[src/rtl/adiv5_wait_retry_pkg.sv]
// ============================================================================
// adiv5_wait_retry_pkg : shared widths, stat codes and FSM encoding
// Revision 1.0
// ============================================================================
`default_nettype none

package adiv5_wait_retry_pkg;

   localparam int ADIv5_CMD_WIDTH  = 36;
   localparam int ADIv5_RESP_WIDTH = 35;

   localparam logic [2:0] ADIv5_STAT_OK    = 3'b001;
   localparam logic [2:0] ADIv5_STAT_WAIT  = 3'b010;
   localparam logic [2:0] ADIv5_STAT_FAULT = 3'b100;

   typedef logic [2:0] retry_state_t;

   localparam retry_state_t ST_IDLE      = 3'd0;
   localparam retry_state_t ST_ISSUE     = 3'd1;
   localparam retry_state_t ST_WAIT_RESP = 3'd2;
   localparam retry_state_t ST_CAPTURE   = 3'd3;
   localparam retry_state_t ST_BACKOFF   = 3'd4;

   typedef enum logic [1:0] {
      STAT_CLS_OK,
      STAT_CLS_WAIT,
      STAT_CLS_FAULT
   } stat_class_t;

   // Unknown stat encodings are deliberately folded into FAULT.
   function automatic stat_class_t stat_class(input logic [2:0] stat);
      case (stat)
         ADIv5_STAT_OK:   return STAT_CLS_OK;
         ADIv5_STAT_WAIT: return STAT_CLS_WAIT;
         default:         return STAT_CLS_FAULT;
      endcase
   endfunction

endpackage

`default_nettype wire

[src/rtl/adiv5_wait_retry_if.sv]
// ============================================================================
// adiv5_wait_retry_if : WRDATA/WREN/WRFULL + RDDATA/RDEN/RDEMPTY FIFO port
// Revision 1.0
// ============================================================================
`default_nettype none

interface adiv5_wait_retry_if;
   import adiv5_wait_retry_pkg::*;

   logic [ADIv5_CMD_WIDTH-1:0]  wrdata;
   logic                        wren;
   logic                        wrfull;
   logic [ADIv5_RESP_WIDTH-1:0] rddata;
   logic                        rden;
   logic                        rdempty;

   modport slave  (input  wrdata, wren, rden,
                   output wrfull, rddata, rdempty);

   modport master (output wrdata, wren, rden,
                   input  wrfull, rddata, rdempty);
endinterface

`default_nettype wire

[src/rtl/adiv5_wait_retry_fifo.sv]
// ============================================================================
// adiv5_sync_fifo : single-clock FIFO, registered read, separate peek/pop
// Revision 1.0
// ============================================================================
`default_nettype none

module adiv5_sync_fifo #(
   parameter int AW = 2,
   parameter int DW = 8
) (
   input  wire logic          clk,
   input  wire logic          rst_n,
   input  wire logic          flush,
   input  wire logic          wr,
   input  wire logic [DW-1:0] wdata,
   input  wire logic          rd,
   input  wire logic          pop,
   output      logic [DW-1:0] rdata,
   output      logic          full,
   output      logic          empty
);

   localparam int             DEPTH    = 1 << AW;
   localparam logic [AW:0]    FULL_CNT = DEPTH[AW:0];

   logic [DW-1:0] mem [DEPTH];
   logic [AW-1:0] wptr;
   logic [AW-1:0] rptr;
   logic [AW:0]   count;
   logic          wr_ok;
   logic          pop_ok;

   assign full   = (count == FULL_CNT);
   assign empty  = (count == '0);
   // A full FIFO drops the write even if a pop frees a slot this cycle.
   assign wr_ok  = wr && !full && !flush;
   assign pop_ok = pop && !empty;

   always_ff @(posedge clk or negedge rst_n) begin
      if (!rst_n) begin
         wptr  <= '0;
         rptr  <= '0;
         count <= '0;
         rdata <= '0;
      end else begin
         if (rd && !empty) begin
            rdata <= mem[rptr];
         end
         if (flush) begin
            wptr  <= '0;
            rptr  <= '0;
            count <= '0;
         end else begin
            if (wr_ok) begin
               wptr <= wptr + AW'(1);
            end
            if (pop_ok) begin
               rptr <= rptr + AW'(1);
            end
            count <= count + {{AW{1'b0}}, wr_ok} - {{AW{1'b0}}, pop_ok};
         end
      end
   end

   always_ff @(posedge clk) begin
      if (wr_ok) begin
         mem[wptr] <= wdata;
      end
   end

endmodule

`default_nettype wire

[src/rtl/adiv5_wait_retry.sv]
// ============================================================================
// adiv5_wait_retry : WAIT re-issue with backoff and sticky FAULT/TIMEOUT
// Revision 1.0
// ============================================================================
`default_nettype none

module adiv5_wait_retry
   import adiv5_wait_retry_pkg::*;
#(
   parameter int AW        = 2,
   parameter int MAX_RETRY = 15,
   parameter int BACKOFF   = 8
) (
   input  wire logic         clk,
   input  wire logic         rst_n,
   adiv5_wait_retry_if.slave  up,
   adiv5_wait_retry_if.master mux,
   input  wire logic         abort,
   input  wire logic         clr_sticky,
   output      logic [1:0]   sticky,
   output      logic [3:0]   last_retry
);

   localparam int BCW = $clog2(BACKOFF) + 1;

   retry_state_t                state;
   logic [3:0]                  retry;
   logic [BCW-1:0]              backoff_cnt;
   logic                        head_flushed;

   logic                        cmd_empty;
   logic                        cmd_rd;
   logic                        cmd_pop;
   logic [ADIv5_CMD_WIDTH-1:0]  cmd_head;
   logic                        resp_full;
   logic                        resp_wr;
   logic [ADIv5_RESP_WIDTH-1:0] resp_wdata;

   logic                        start;
   logic                        bypass;
   logic                        cap_wait;
   logic                        complete;
   stat_class_t                 cls;

   always_comb begin
      start      = (state == ST_IDLE) && !cmd_empty && !resp_full;
      bypass     = start && (sticky != 2'b00);
      cls        = stat_class(mux.rddata[2:0]);
      cap_wait   = (state == ST_CAPTURE) && (cls == STAT_CLS_WAIT) &&
                   (retry < 4'(MAX_RETRY));
      complete   = (state == ST_CAPTURE) && !cap_wait;
      cmd_rd     = start && !bypass;
      // The in-flight head is already gone if ABORT flushed the FIFO under it.
      cmd_pop    = bypass || (complete && !head_flushed);
      resp_wr    = bypass || complete;
      resp_wdata = bypass ? {32'h0, ADIv5_STAT_FAULT} : mux.rddata;
   end

   assign mux.wren   = (state == ST_ISSUE) && !mux.wrfull;
   assign mux.rden   = (state == ST_WAIT_RESP) && !mux.rdempty;
   assign mux.wrdata = cmd_head;

   always_ff @(posedge clk or negedge rst_n) begin
      if (!rst_n) begin
         state       <= ST_IDLE;
         retry       <= '0;
         backoff_cnt <= '0;
         last_retry  <= '0;
      end else begin
         case (state)
            ST_IDLE: begin
               if (cmd_rd) begin
                  state <= ST_ISSUE;
               end
            end
            ST_ISSUE: begin
               if (mux.wren) begin
                  state <= ST_WAIT_RESP;
               end
            end
            ST_WAIT_RESP: begin
               if (mux.rden) begin
                  state <= ST_CAPTURE;
               end
            end
            ST_CAPTURE: begin
               if (cap_wait) begin
                  retry       <= retry + 4'd1;
                  backoff_cnt <= '0;
                  state       <= ST_BACKOFF;
               end else begin
                  last_retry <= retry;
                  retry      <= '0;
                  state      <= ST_IDLE;
               end
            end
            ST_BACKOFF: begin
               if (backoff_cnt == BCW'(BACKOFF - 1)) begin
                  state <= ST_ISSUE;
               end else begin
                  backoff_cnt <= backoff_cnt + BCW'(1);
               end
            end
            default: state <= ST_IDLE;
         endcase
      end
   end

   always_ff @(posedge clk or negedge rst_n) begin
      if (!rst_n) begin
         head_flushed <= 1'b0;
         sticky       <= 2'b00;
      end else begin
         if (complete) begin
            head_flushed <= 1'b0;
         end else if (abort && ((state != ST_IDLE) || cmd_rd)) begin
            head_flushed <= 1'b1;
         end

         if (clr_sticky) begin
            sticky <= 2'b00;
         end else if (complete) begin
            if (cls == STAT_CLS_WAIT) begin
               sticky[1] <= 1'b1;
            end
            if (cls == STAT_CLS_FAULT) begin
               sticky[0] <= 1'b1;
            end
         end
      end
   end

   adiv5_sync_fifo #(
      .AW (AW),
      .DW (ADIv5_CMD_WIDTH)
   ) u_cmd_fifo (
      .clk   (clk),
      .rst_n (rst_n),
      .flush (abort),
      .wr    (up.wren),
      .wdata (up.wrdata),
      .rd    (cmd_rd),
      .pop   (cmd_pop),
      .rdata (cmd_head),
      .full  (up.wrfull),
      .empty (cmd_empty)
   );

   adiv5_sync_fifo #(
      .AW (AW),
      .DW (ADIv5_RESP_WIDTH)
   ) u_resp_fifo (
      .clk   (clk),
      .rst_n (rst_n),
      .flush (1'b0),
      .wr    (resp_wr),
      .wdata (resp_wdata),
      .rd    (up.rden),
      .pop   (up.rden),
      .rdata (up.rddata),
      .full  (resp_full),
      .empty (up.rdempty)
   );

endmodule

`default_nettype wire
[src/flat_wrapper.sv]
// flat-port wrapper written by rule: the top's interface ports become plain ports
module adiv5_wait_retry_flat import adiv5_wait_retry_pkg::*;
#(
   parameter int AW        = 2,
   parameter int MAX_RETRY = 15,
   parameter int BACKOFF   = 8
)
  (clk, rst_n, abort, clr_sticky, sticky, last_retry, up_wrdata, up_wren, up_rden, up_wrfull, up_rddata, up_rdempty, mux_wrdata, mux_wren, mux_rden, mux_wrfull, mux_rddata, mux_rdempty);
  adiv5_wait_retry_if up_i ();
  adiv5_wait_retry_if mux_i ();
  input  wire logic clk;
  input  wire logic rst_n;
  input  wire logic abort;
  input  wire logic clr_sticky;
  output      logic [1:0] sticky;
  output      logic [3:0] last_retry;
  input wire logic [$bits(up_i.wrdata)-1:0] up_wrdata;
  input wire logic [$bits(up_i.wren)-1:0] up_wren;
  input wire logic [$bits(up_i.rden)-1:0] up_rden;
  output wire logic [$bits(up_i.wrfull)-1:0] up_wrfull;
  output wire logic [$bits(up_i.rddata)-1:0] up_rddata;
  output wire logic [$bits(up_i.rdempty)-1:0] up_rdempty;
  output wire logic [$bits(mux_i.wrdata)-1:0] mux_wrdata;
  output wire logic [$bits(mux_i.wren)-1:0] mux_wren;
  output wire logic [$bits(mux_i.rden)-1:0] mux_rden;
  input wire logic [$bits(mux_i.wrfull)-1:0] mux_wrfull;
  input wire logic [$bits(mux_i.rddata)-1:0] mux_rddata;
  input wire logic [$bits(mux_i.rdempty)-1:0] mux_rdempty;
  assign up_i.wrdata = up_wrdata;
  assign up_i.wren = up_wren;
  assign up_i.rden = up_rden;
  assign up_wrfull = up_i.wrfull;
  assign up_rddata = up_i.rddata;
  assign up_rdempty = up_i.rdempty;
  assign mux_wrdata = mux_i.wrdata;
  assign mux_wren = mux_i.wren;
  assign mux_rden = mux_i.rden;
  assign mux_i.wrfull = mux_wrfull;
  assign mux_i.rddata = mux_rddata;
  assign mux_i.rdempty = mux_rdempty;
  adiv5_wait_retry #(.AW(AW), .MAX_RETRY(MAX_RETRY), .BACKOFF(BACKOFF)) u_core (.clk(clk), .rst_n(rst_n), .up(up_i), .mux(mux_i), .abort(abort), .clr_sticky(clr_sticky), .sticky(sticky), .last_retry(last_retry));
endmodule
[config.mk]
export PLATFORM = sky130hd
export DESIGN_NAME = adiv5_wait_retry_flat
export DESIGN_NICKNAME = d
export VERILOG_FILES = /design/src/rtl/adiv5_wait_retry_pkg.sv /design/src/rtl/adiv5_wait_retry_if.sv /design/src/rtl/adiv5_wait_retry_fifo.sv /design/src/rtl/adiv5_wait_retry.sv /design/src/flat_wrapper.sv
export SDC_FILE = /design/constraint.sdc
export NUM_CORES = 1
export LEC_CHECK = 0
export BUFFER_PORTS_ARGS = -buffer_cell sky130_fd_sc_hd__clkbuf_2
export CAP_MARGIN = 20
export CORE_UTILIZATION = 58
export CTS_CLUSTER_SIZE = 10
export DETAILED_ROUTE_END_ITERATION = 16
export PLACE_DENSITY = 0.79
export RECOVER_POWER = 50
export SYNTH_ARGS = -nofsm -noshare
export SYNTH_HDL_FRONTEND = slang
export SYNTH_SLANG_ARGS = --single-unit
[constraint.sdc]
create_clock -name clk -period 3.6 [get_ports clk]
set_input_delay 1.08 -clock clk [delete_from_list [all_inputs] [get_ports clk]]
set_output_delay 1.08 -clock clk [all_outputs]
set_load 0.05 [all_outputs]
# [Word-level counts from Yosys, hierarchy flattened]
# Memory sizes are Yosys's and may differ from the RTL's. A register that Yosys moved wholly into a read port is not among the register bits.
# Index checks and enable logic that the tools add are counted.
[classes] add_sub_neg=10 reduce_logical=49 muxes=27 bitwise_logic=1 n_lt_le_gt_ge=1 n_eq_ne=17
[ops] operator="two-way mux 35 bit" n=1
[ops] operator="two-way mux 3 bit" n=6
[ops] operator="logical AND 1 bit" n=17
[ops] operator="nonzero test 2 bit" n=8
[ops] operator="case mux 3 bit (5 select lines)" n=1
[ops] operator="zero test 1 bit" n=12
[ops] operator="two-way mux 2 bit" n=6
[ops] operator="two-way mux 4 bit" n=3
[ops] operator="== test 3 x 2 -> 1 bit (second input constant)" n=3
[ops] operator="== test 3 bit (second input constant)" n=3
[ops] operator="zero test 3 bit" n=3
[ops] operator="adder 2 x 1 -> 2 bit (second input constant)" n=4
[ops] operator="adder 4 x 1 -> 4 bit (second input constant)" n=2
[ops] operator="two-way mux 1 bit" n=8
[ops] operator="case mux 4 bit (2 select lines)" n=1
[ops] operator="adder 3 x 1 -> 3 bit" n=2
[ops] operator="== test 3 x 1 -> 1 bit (second input constant)" n=2
[ops] operator="inequality test 2 x 1 -> 1 bit (second input constant)" n=3
[ops] operator="inequality test 2 bit (second input constant)" n=3
[ops] operator="AND reduction 2 bit" n=3
[ops] operator="subtractor 3 x 1 -> 3 bit" n=2
[ops] operator="== test 4 x 3 -> 1 bit (second input constant)" n=1
[ops] operator="less-than comparator 4 bit (second input constant)" n=1
[ops] operator="case mux 2 bit (2 select lines)" n=1
[ops] operator="other kinds (7)" n=9
[word_totals] n_memories=2 inputBits=79 elab_cells=120 reg_bits=32 ramBits=284
[mem_list] memory="u_core.u_cmd_fifo.mem" words=4 width=36 read_ports=1 rd_ports_with_merged_regs=1 wr=1 line_no="adiv5_wait_retry_fifo.sv:26" rtl="logic [DW-1:0] mem [DEPTH];"
[mem_list] memory="u_core.u_resp_fifo.mem" words=4 width=35 read_ports=1 rd_ports_with_merged_regs=1 wr=1 line_no="adiv5_wait_retry_fifo.sv:26"

# [Depth between registers and ports, before layout]
[depth] depth_word=12 depth_mapped=12 ltp_nobuf=12

# [Cells and area by module]
# A second synthesis with hierarchy kept.
[hier_totals] hier_cells=748 area_unflattened_um2=15112.0
[modules_own_cells] mod="adiv5_sync_fifo at u_core.u_cmd_fifo" area_each_um2=6982.9 instances=1 cells_per_inst=312
[modules_own_cells] mod="adiv5_sync_fifo at u_core.u_resp_fifo" area_each_um2=6836.6 instances=1 cells_per_inst=305
[modules_own_cells] mod="adiv5_wait_retry" area_each_um2=1292.5 instances=1 cells_per_inst=131

# [Worst setup path after synthesis]
# Ideal clock, no wire load.
[synth_path] path_kind="register to register" from="register u_core.u_resp_fifo.count[1]" to="register u_core.u_resp_fifo.count[2]" path_slack_ns=0.197 arrival_time_ns=3.280 period_less_slack_ns=3.403 stages_incl_launch_ff=12 setup_time_ns=0.123 n_path_buf=1 required_time_ns=3.477 cell_sequence="dfrtp_1 > nor3_1 > nand2b_1 > inv_2 > buf_1 > ha_1 > inv_1 > ha_1 > inv_1 > fa_1 > xnor2_1 > xnor2_1"
[synth_rtl] element="start: declaration" line_no="adiv5_wait_retry_fifo.sv:29" rtl="logic [AW:0] count;"
[synth_rtl] element="start signal: assignment" line_no="adiv5_wait_retry_fifo.sv:60" rtl="count <= count + {{AW{1'b0}}, wr_ok} - {{AW{1'b0}}, pop_ok};"
[synth_rtl] element="zero test 3 bit" line_no="adiv5_wait_retry_fifo.sv:34" rtl="assign empty = (count == '0);"
[synth_rtl] element="named net up_rdempty" line_no="flat_wrapper.sv:22" rtl="output wire logic [$bits(up_i.rdempty)-1:0] up_rdempty;"
[synth_rtl] element="zero test 1 bit" line_no="adiv5_wait_retry_fifo.sv:37" rtl="assign pop_ok = pop && !empty;"
[synth_rtl] element="logical AND 1 bit" line_no="adiv5_wait_retry_fifo.sv:37"
[synth_rtl] element="named net u_core.u_resp_fifo.pop_ok" line_no="adiv5_wait_retry_fifo.sv:31" rtl="logic pop_ok;"
[synth_rtl] element="subtractor 3 x 1 -> 3 bit" line_no="adiv5_wait_retry_fifo.sv:60"
# The timed path passes the listed nets, and every way through them passes these cells.
# A chain may end at the register's enable or synchronous reset.

# [Worst setup path after layout]
[layout_path] from="register u_core.state[0]" to="output mux_wren"
[layout_via] elab_chain_len=2
[layout_rtl] element="start: declaration" line_no="adiv5_wait_retry.sv:26" rtl="retry_state_t state;"
[layout_rtl] element="start signal: assignment" line_no="adiv5_wait_retry.sv:65" rtl="state <= ST_IDLE;"
[layout_rtl] element="start signal: assignment" line_no="adiv5_wait_retry.sv:73" rtl="state <= ST_ISSUE;"
[layout_rtl] element="start signal: assignment" line_no="adiv5_wait_retry.sv:78" rtl="state <= ST_WAIT_RESP;"
[layout_rtl] element="== test 3 x 1 -> 1 bit" line_no="adiv5_wait_retry.sv:59" rtl="assign mux.wren = (state == ST_ISSUE) && !mux.wrfull;"
[layout_rtl] element="logical AND 1 bit" line_no="adiv5_wait_retry.sv:59"
[layout_rtl] element="end: declaration" line_no="flat_wrapper.sv:24" rtl="output wire logic [$bits(mux_i.wren)-1:0] mux_wren;"
# Every way passes these cells.

==> impl_metrics.env <==
export IMPL_result_of_the_run="complete, no violations"
export IMPL_max_cap_violations=0
export IMPL_source_of_the_worst_register_to_register_timing_path="u_core.state[1]"
export IMPL_route_vias_total=7346
export IMPL_critical_path_slowest_cell="sky130_fd_sc_hd__dfrtp_1"
export IMPL_drcViolationCount=0
export IMPL_pin_count=160
export IMPL_r2r_end="u_core.u_resp_fifo.count[2]"
export IMPL_synth_area_mm2=0.0150
export IMPL_place_gp_congestion=0.729
export IMPL_final_layout_size_suffix_gt1_frac=0.358
export IMPL_core_mm2=0.0253
export IMPL_grt_antenna_before_repair=3
export IMPL_timing_critical_path_from="u_core.state[0]"
export IMPL_synth_seq_area_share=0.742
export IMPL_combPwrFrac=0.297
export IMPL_final_cell_mix="sky130_fd_sc_hd__edfxtp_1, sky130_fd_sc_hd__clkbuf_2, sky130_fd_sc_hd__dfrtp_1"
export IMPL_timing_max_slew_rel_slack=0.0444
export IMPL_clock_sinks=387
export IMPL_vias_per_cell=5.69
export IMPL_crit_path_end_kind="output port"
export IMPL_p_leak_uw=0.00641
export IMPL_die_width_um=163
export IMPL_max_stage_delay_ns=0.48
export IMPL_wl_um=27600
export IMPL_grt_total_usage=0.218
export IMPL_clock_path_buffers=3
export IMPL_synth_top_area_cell="sky130_fd_sc_hd__edfxtp_1"
export IMPL_net_sw_power_uw=4810
export IMPL_clkLatencyLatePin_ns=0.53
export IMPL_synth_cells=735
export IMPL_worst_ep_required_time_ns=2.52
export IMPL_timing_critical_path_max_delay_family="simple AND/OR/NAND/NOR gates"
export IMPL_synth_top_cell_area_share=0.570
export IMPL_power_density_mw_per_mm2=819
export IMPL_final_nets=1023
export IMPL_critPathMaxFanout=9
export IMPL_tightestPinTransition_ns=1.43
export IMPL_numPortBuffers=159
export IMPL_wl_per_cell_um=21.4
export IMPL_fin_skew_ns=0.0150
export IMPL_clock_tree_htree_level_count=2
export IMPL_setup_viol_count_final=0
export IMPL_final_util=0.688
export IMPL_path_clk_slew_ns=0.06
export IMPL_diodes=0
export IMPL_power_share_sequential=0.429
export IMPL_synth_warning_count=0
export IMPL_die_area_mm2=0.0265
export IMPL_timing_critical_path_from_type="register"
export IMPL_maxClockFrequency_mhz=337
export IMPL_layout_worst_path_cycle_share=0.824
export IMPL_max_vdd_ir_drop_mv=0.642
export IMPL_first_global_vias=7716
export IMPL_area_delta_synth_final_pct=16.1
export IMPL_cts_tree="yes"
export IMPL_mean_instance_size_in_the_synthesized_netlist_um2=20.4
export IMPL_synth_top_cells_by_area="sky130_fd_sc_hd__edfxtp_1, sky130_fd_sc_hd__dfrtp_1, sky130_fd_sc_hd__mux4_2"
export IMPL_numCtsBuffers=44
export IMPL_cts_root_buffer_cell="sky130_fd_sc_hd__clkbuf_16"
export IMPL_power_share_clock=0.274
export IMPL_grt_start_max_net_pins=46
export IMPL_num_rows=58
export IMPL_worst_path_stages=4
export IMPL_grt_first_pass_wirelength_um=43000
export IMPL_detail_route_first_pass_iterations=4
export IMPL_start_util=0.593
export IMPL_cts_repair_resized=0
export IMPL_cts_hold_buffers=0
export IMPL_synthDistinctLibCells=43
export IMPL_final_cell_count_no_fill=1292
export IMPL_die_y_um=163
export IMPL_detail_route_iter0_violations=377
export IMPL_yosys_reg_bits=387
export IMPL_grt_ovfl_total=0
export IMPL_post_place_cells=1212
export IMPL_synth_nets=830
export IMPL_route_antenna_remaining_nets=0
export IMPL_timing_final_hold_violations=0
export IMPL_endpoint_of_the_most_critical_setup_path="mux_wren"
export IMPL_setup_total_negative_slack_ns=0
export IMPL_internal_power_uw=9420
export IMPL_timing_final_crit_period_ns=2.97
export IMPL_r2r_setup_slack_ns=0.68
export IMPL_power_switching_share=0.338
export IMPL_number_of_max_slew_violations_in_the_final_report=0
export IMPL_critical_path_cell_chain="inv_1 -> or3_1 -> nor2_1 -> clkbuf_2"
export IMPL_ff2ff_path_depth=11
export IMPL_path_buf_inv=2
export IMPL_min_path_type="reg2reg"
export IMPL_cts_repair_timing_setup_buffer_count=0
export IMPL_final_common_cell="sky130_fd_sc_hd__edfxtp_1"
export IMPL_crit_path_arrival_time_ns=1.89
export IMPL_dp_hpwl_um=16800
export IMPL_setup_worst_path_class="reg2out"
export IMPL_grt_setup_unrepaired="false"
synth_stat cells, drive strengths merged:
cell and n:
edfxtp 284, dfrtp 103, mux2 78, mux4 71, nor2b 36, buf 16, inv 16, clkbuf 14
ha 14, nor2 13, nand2 11, and2 8, o21ai 8, xnor2 8, a21oi 7, nand3 5
nor3 5, and3 3, nand2b 3, nor3b 3, o211ai 3, or4 3, a211o 2, fa 2
o21a 2, or2 2, or3 2, or3b 2, a211oi 1, a311oi 1, a31oi 1, a41o 1
and3b 1, mux2i 1, nand3b 1, nand4 1, nor4b 1, o31ai 1, xor2 1
logic make-up after synthesis:
group / after synthesis / share of synthesized area
buffers and inverters: 46 / 0.0146
flip-flops: 387 / 0.742
AND/OR/NAND/NOR: 100 / 0.0386
XOR/XNOR: 9 / 0.00527
AO/OA/AOI/OAI: 27 / 0.0114
multiplexers: 150 / 0.174
adder cells (fa/ha/maj): 16 / 0.0144
layer usage:
metal | GRT usage | routed length [µm]
met5 | 0 | 44
met4 | 0.0624 | 456
met1 | 0.291 | 11300
met2 | 0.361 | 13900
met3 | 0.0537 | 1930
final cells by class:
class	count	area [µm²]
tap	330	413
sequential	387	11100
clock inverter	2	25.0
timing repair buffer	177	898
multi-input combinational	302	3640
inverter	16	60.1
clock buffer	78	1230
fill	1647	7880
through the flow:
stage / worst slack [ns] / instance area, µm² / hold slack, ns / total power, µW
after floorplan: 0.197 / 15000 / 0.464 / 9380
after global placement: 0.401 / 16200 / 0.486 / 10300
after detailed placement: 0.297 / 16200 / 0.492 / 10500
after CTS: 0.638 / 17500 / 0.504 / 14400
after global routing: 0.493 / 17400 / 0.524 / 14900
final: 0.632 / 17400 / 0.498 / 14200
flip-flops by register name, indices dropped and copies added, names as in the netlist:
name,flops
u_core.u_cmd_fifo.rptr,2
u_core.u_cmd_fifo.rdata,36
u_core.head_flushed,1
u_core.sticky,2
u_core.last_retry,4
u_core.u_resp_fifo.wptr,2
u_core.u_cmd_fifo.mem,144
u_core.state,3
u_core.u_resp_fifo.mem,140
u_core.retry,4
u_core.u_cmd_fifo.count,3
u_core.u_resp_fifo.rptr,2
u_core.u_resp_fifo.rdata,35
u_core.u_cmd_fifo.wptr,2
u_core.backoff_cnt,4
u_core.u_resp_fifo.count,3
worst min-delay path by stage:
| stage | startpoint | to | cells past startpoint |
|---|---|---|---|
| 6_report | u_core.head_flushed | u_core.head_flushed | 2 |
| 5_1_grt | u_core.u_resp_fifo.rdata[9] | u_core.u_resp_fifo.rdata[9] | 1 |
| 4_1_cts | u_core.head_flushed | u_core.head_flushed | 2 |
| 3_5_place_dp | u_core.head_flushed | u_core.head_flushed | 2 |
| 3_3_place_gp | u_core.head_flushed | u_core.head_flushed | 2 |
| 2_1_floorplan | u_core.head_flushed | u_core.head_flushed | 2 |
power groups by stage:
stage	registers (µW)	logic (µW)	clock network, µW
final	6100	4230	3900
after CTS	6110	4300	3980
after detailed placement	6170	4280	0
after global routing	6200	4480	4180
after floorplan	7430	1950	0
after global placement	6140	4210	0
worst register-to-register path, delay by kind of cell, from the launching register on:
kind,cells,cell delay [ns]
AND/OR/NAND/NOR,2,0.79
adder cells (fa/ha/maj),3,0.79
AO/OA/AOI/OAI,1,0.34
flip-flops,1,0.46
buffers and inverters,3,0.16
XOR/XNOR,2,0.27
(Power assumes the default switching activity.)
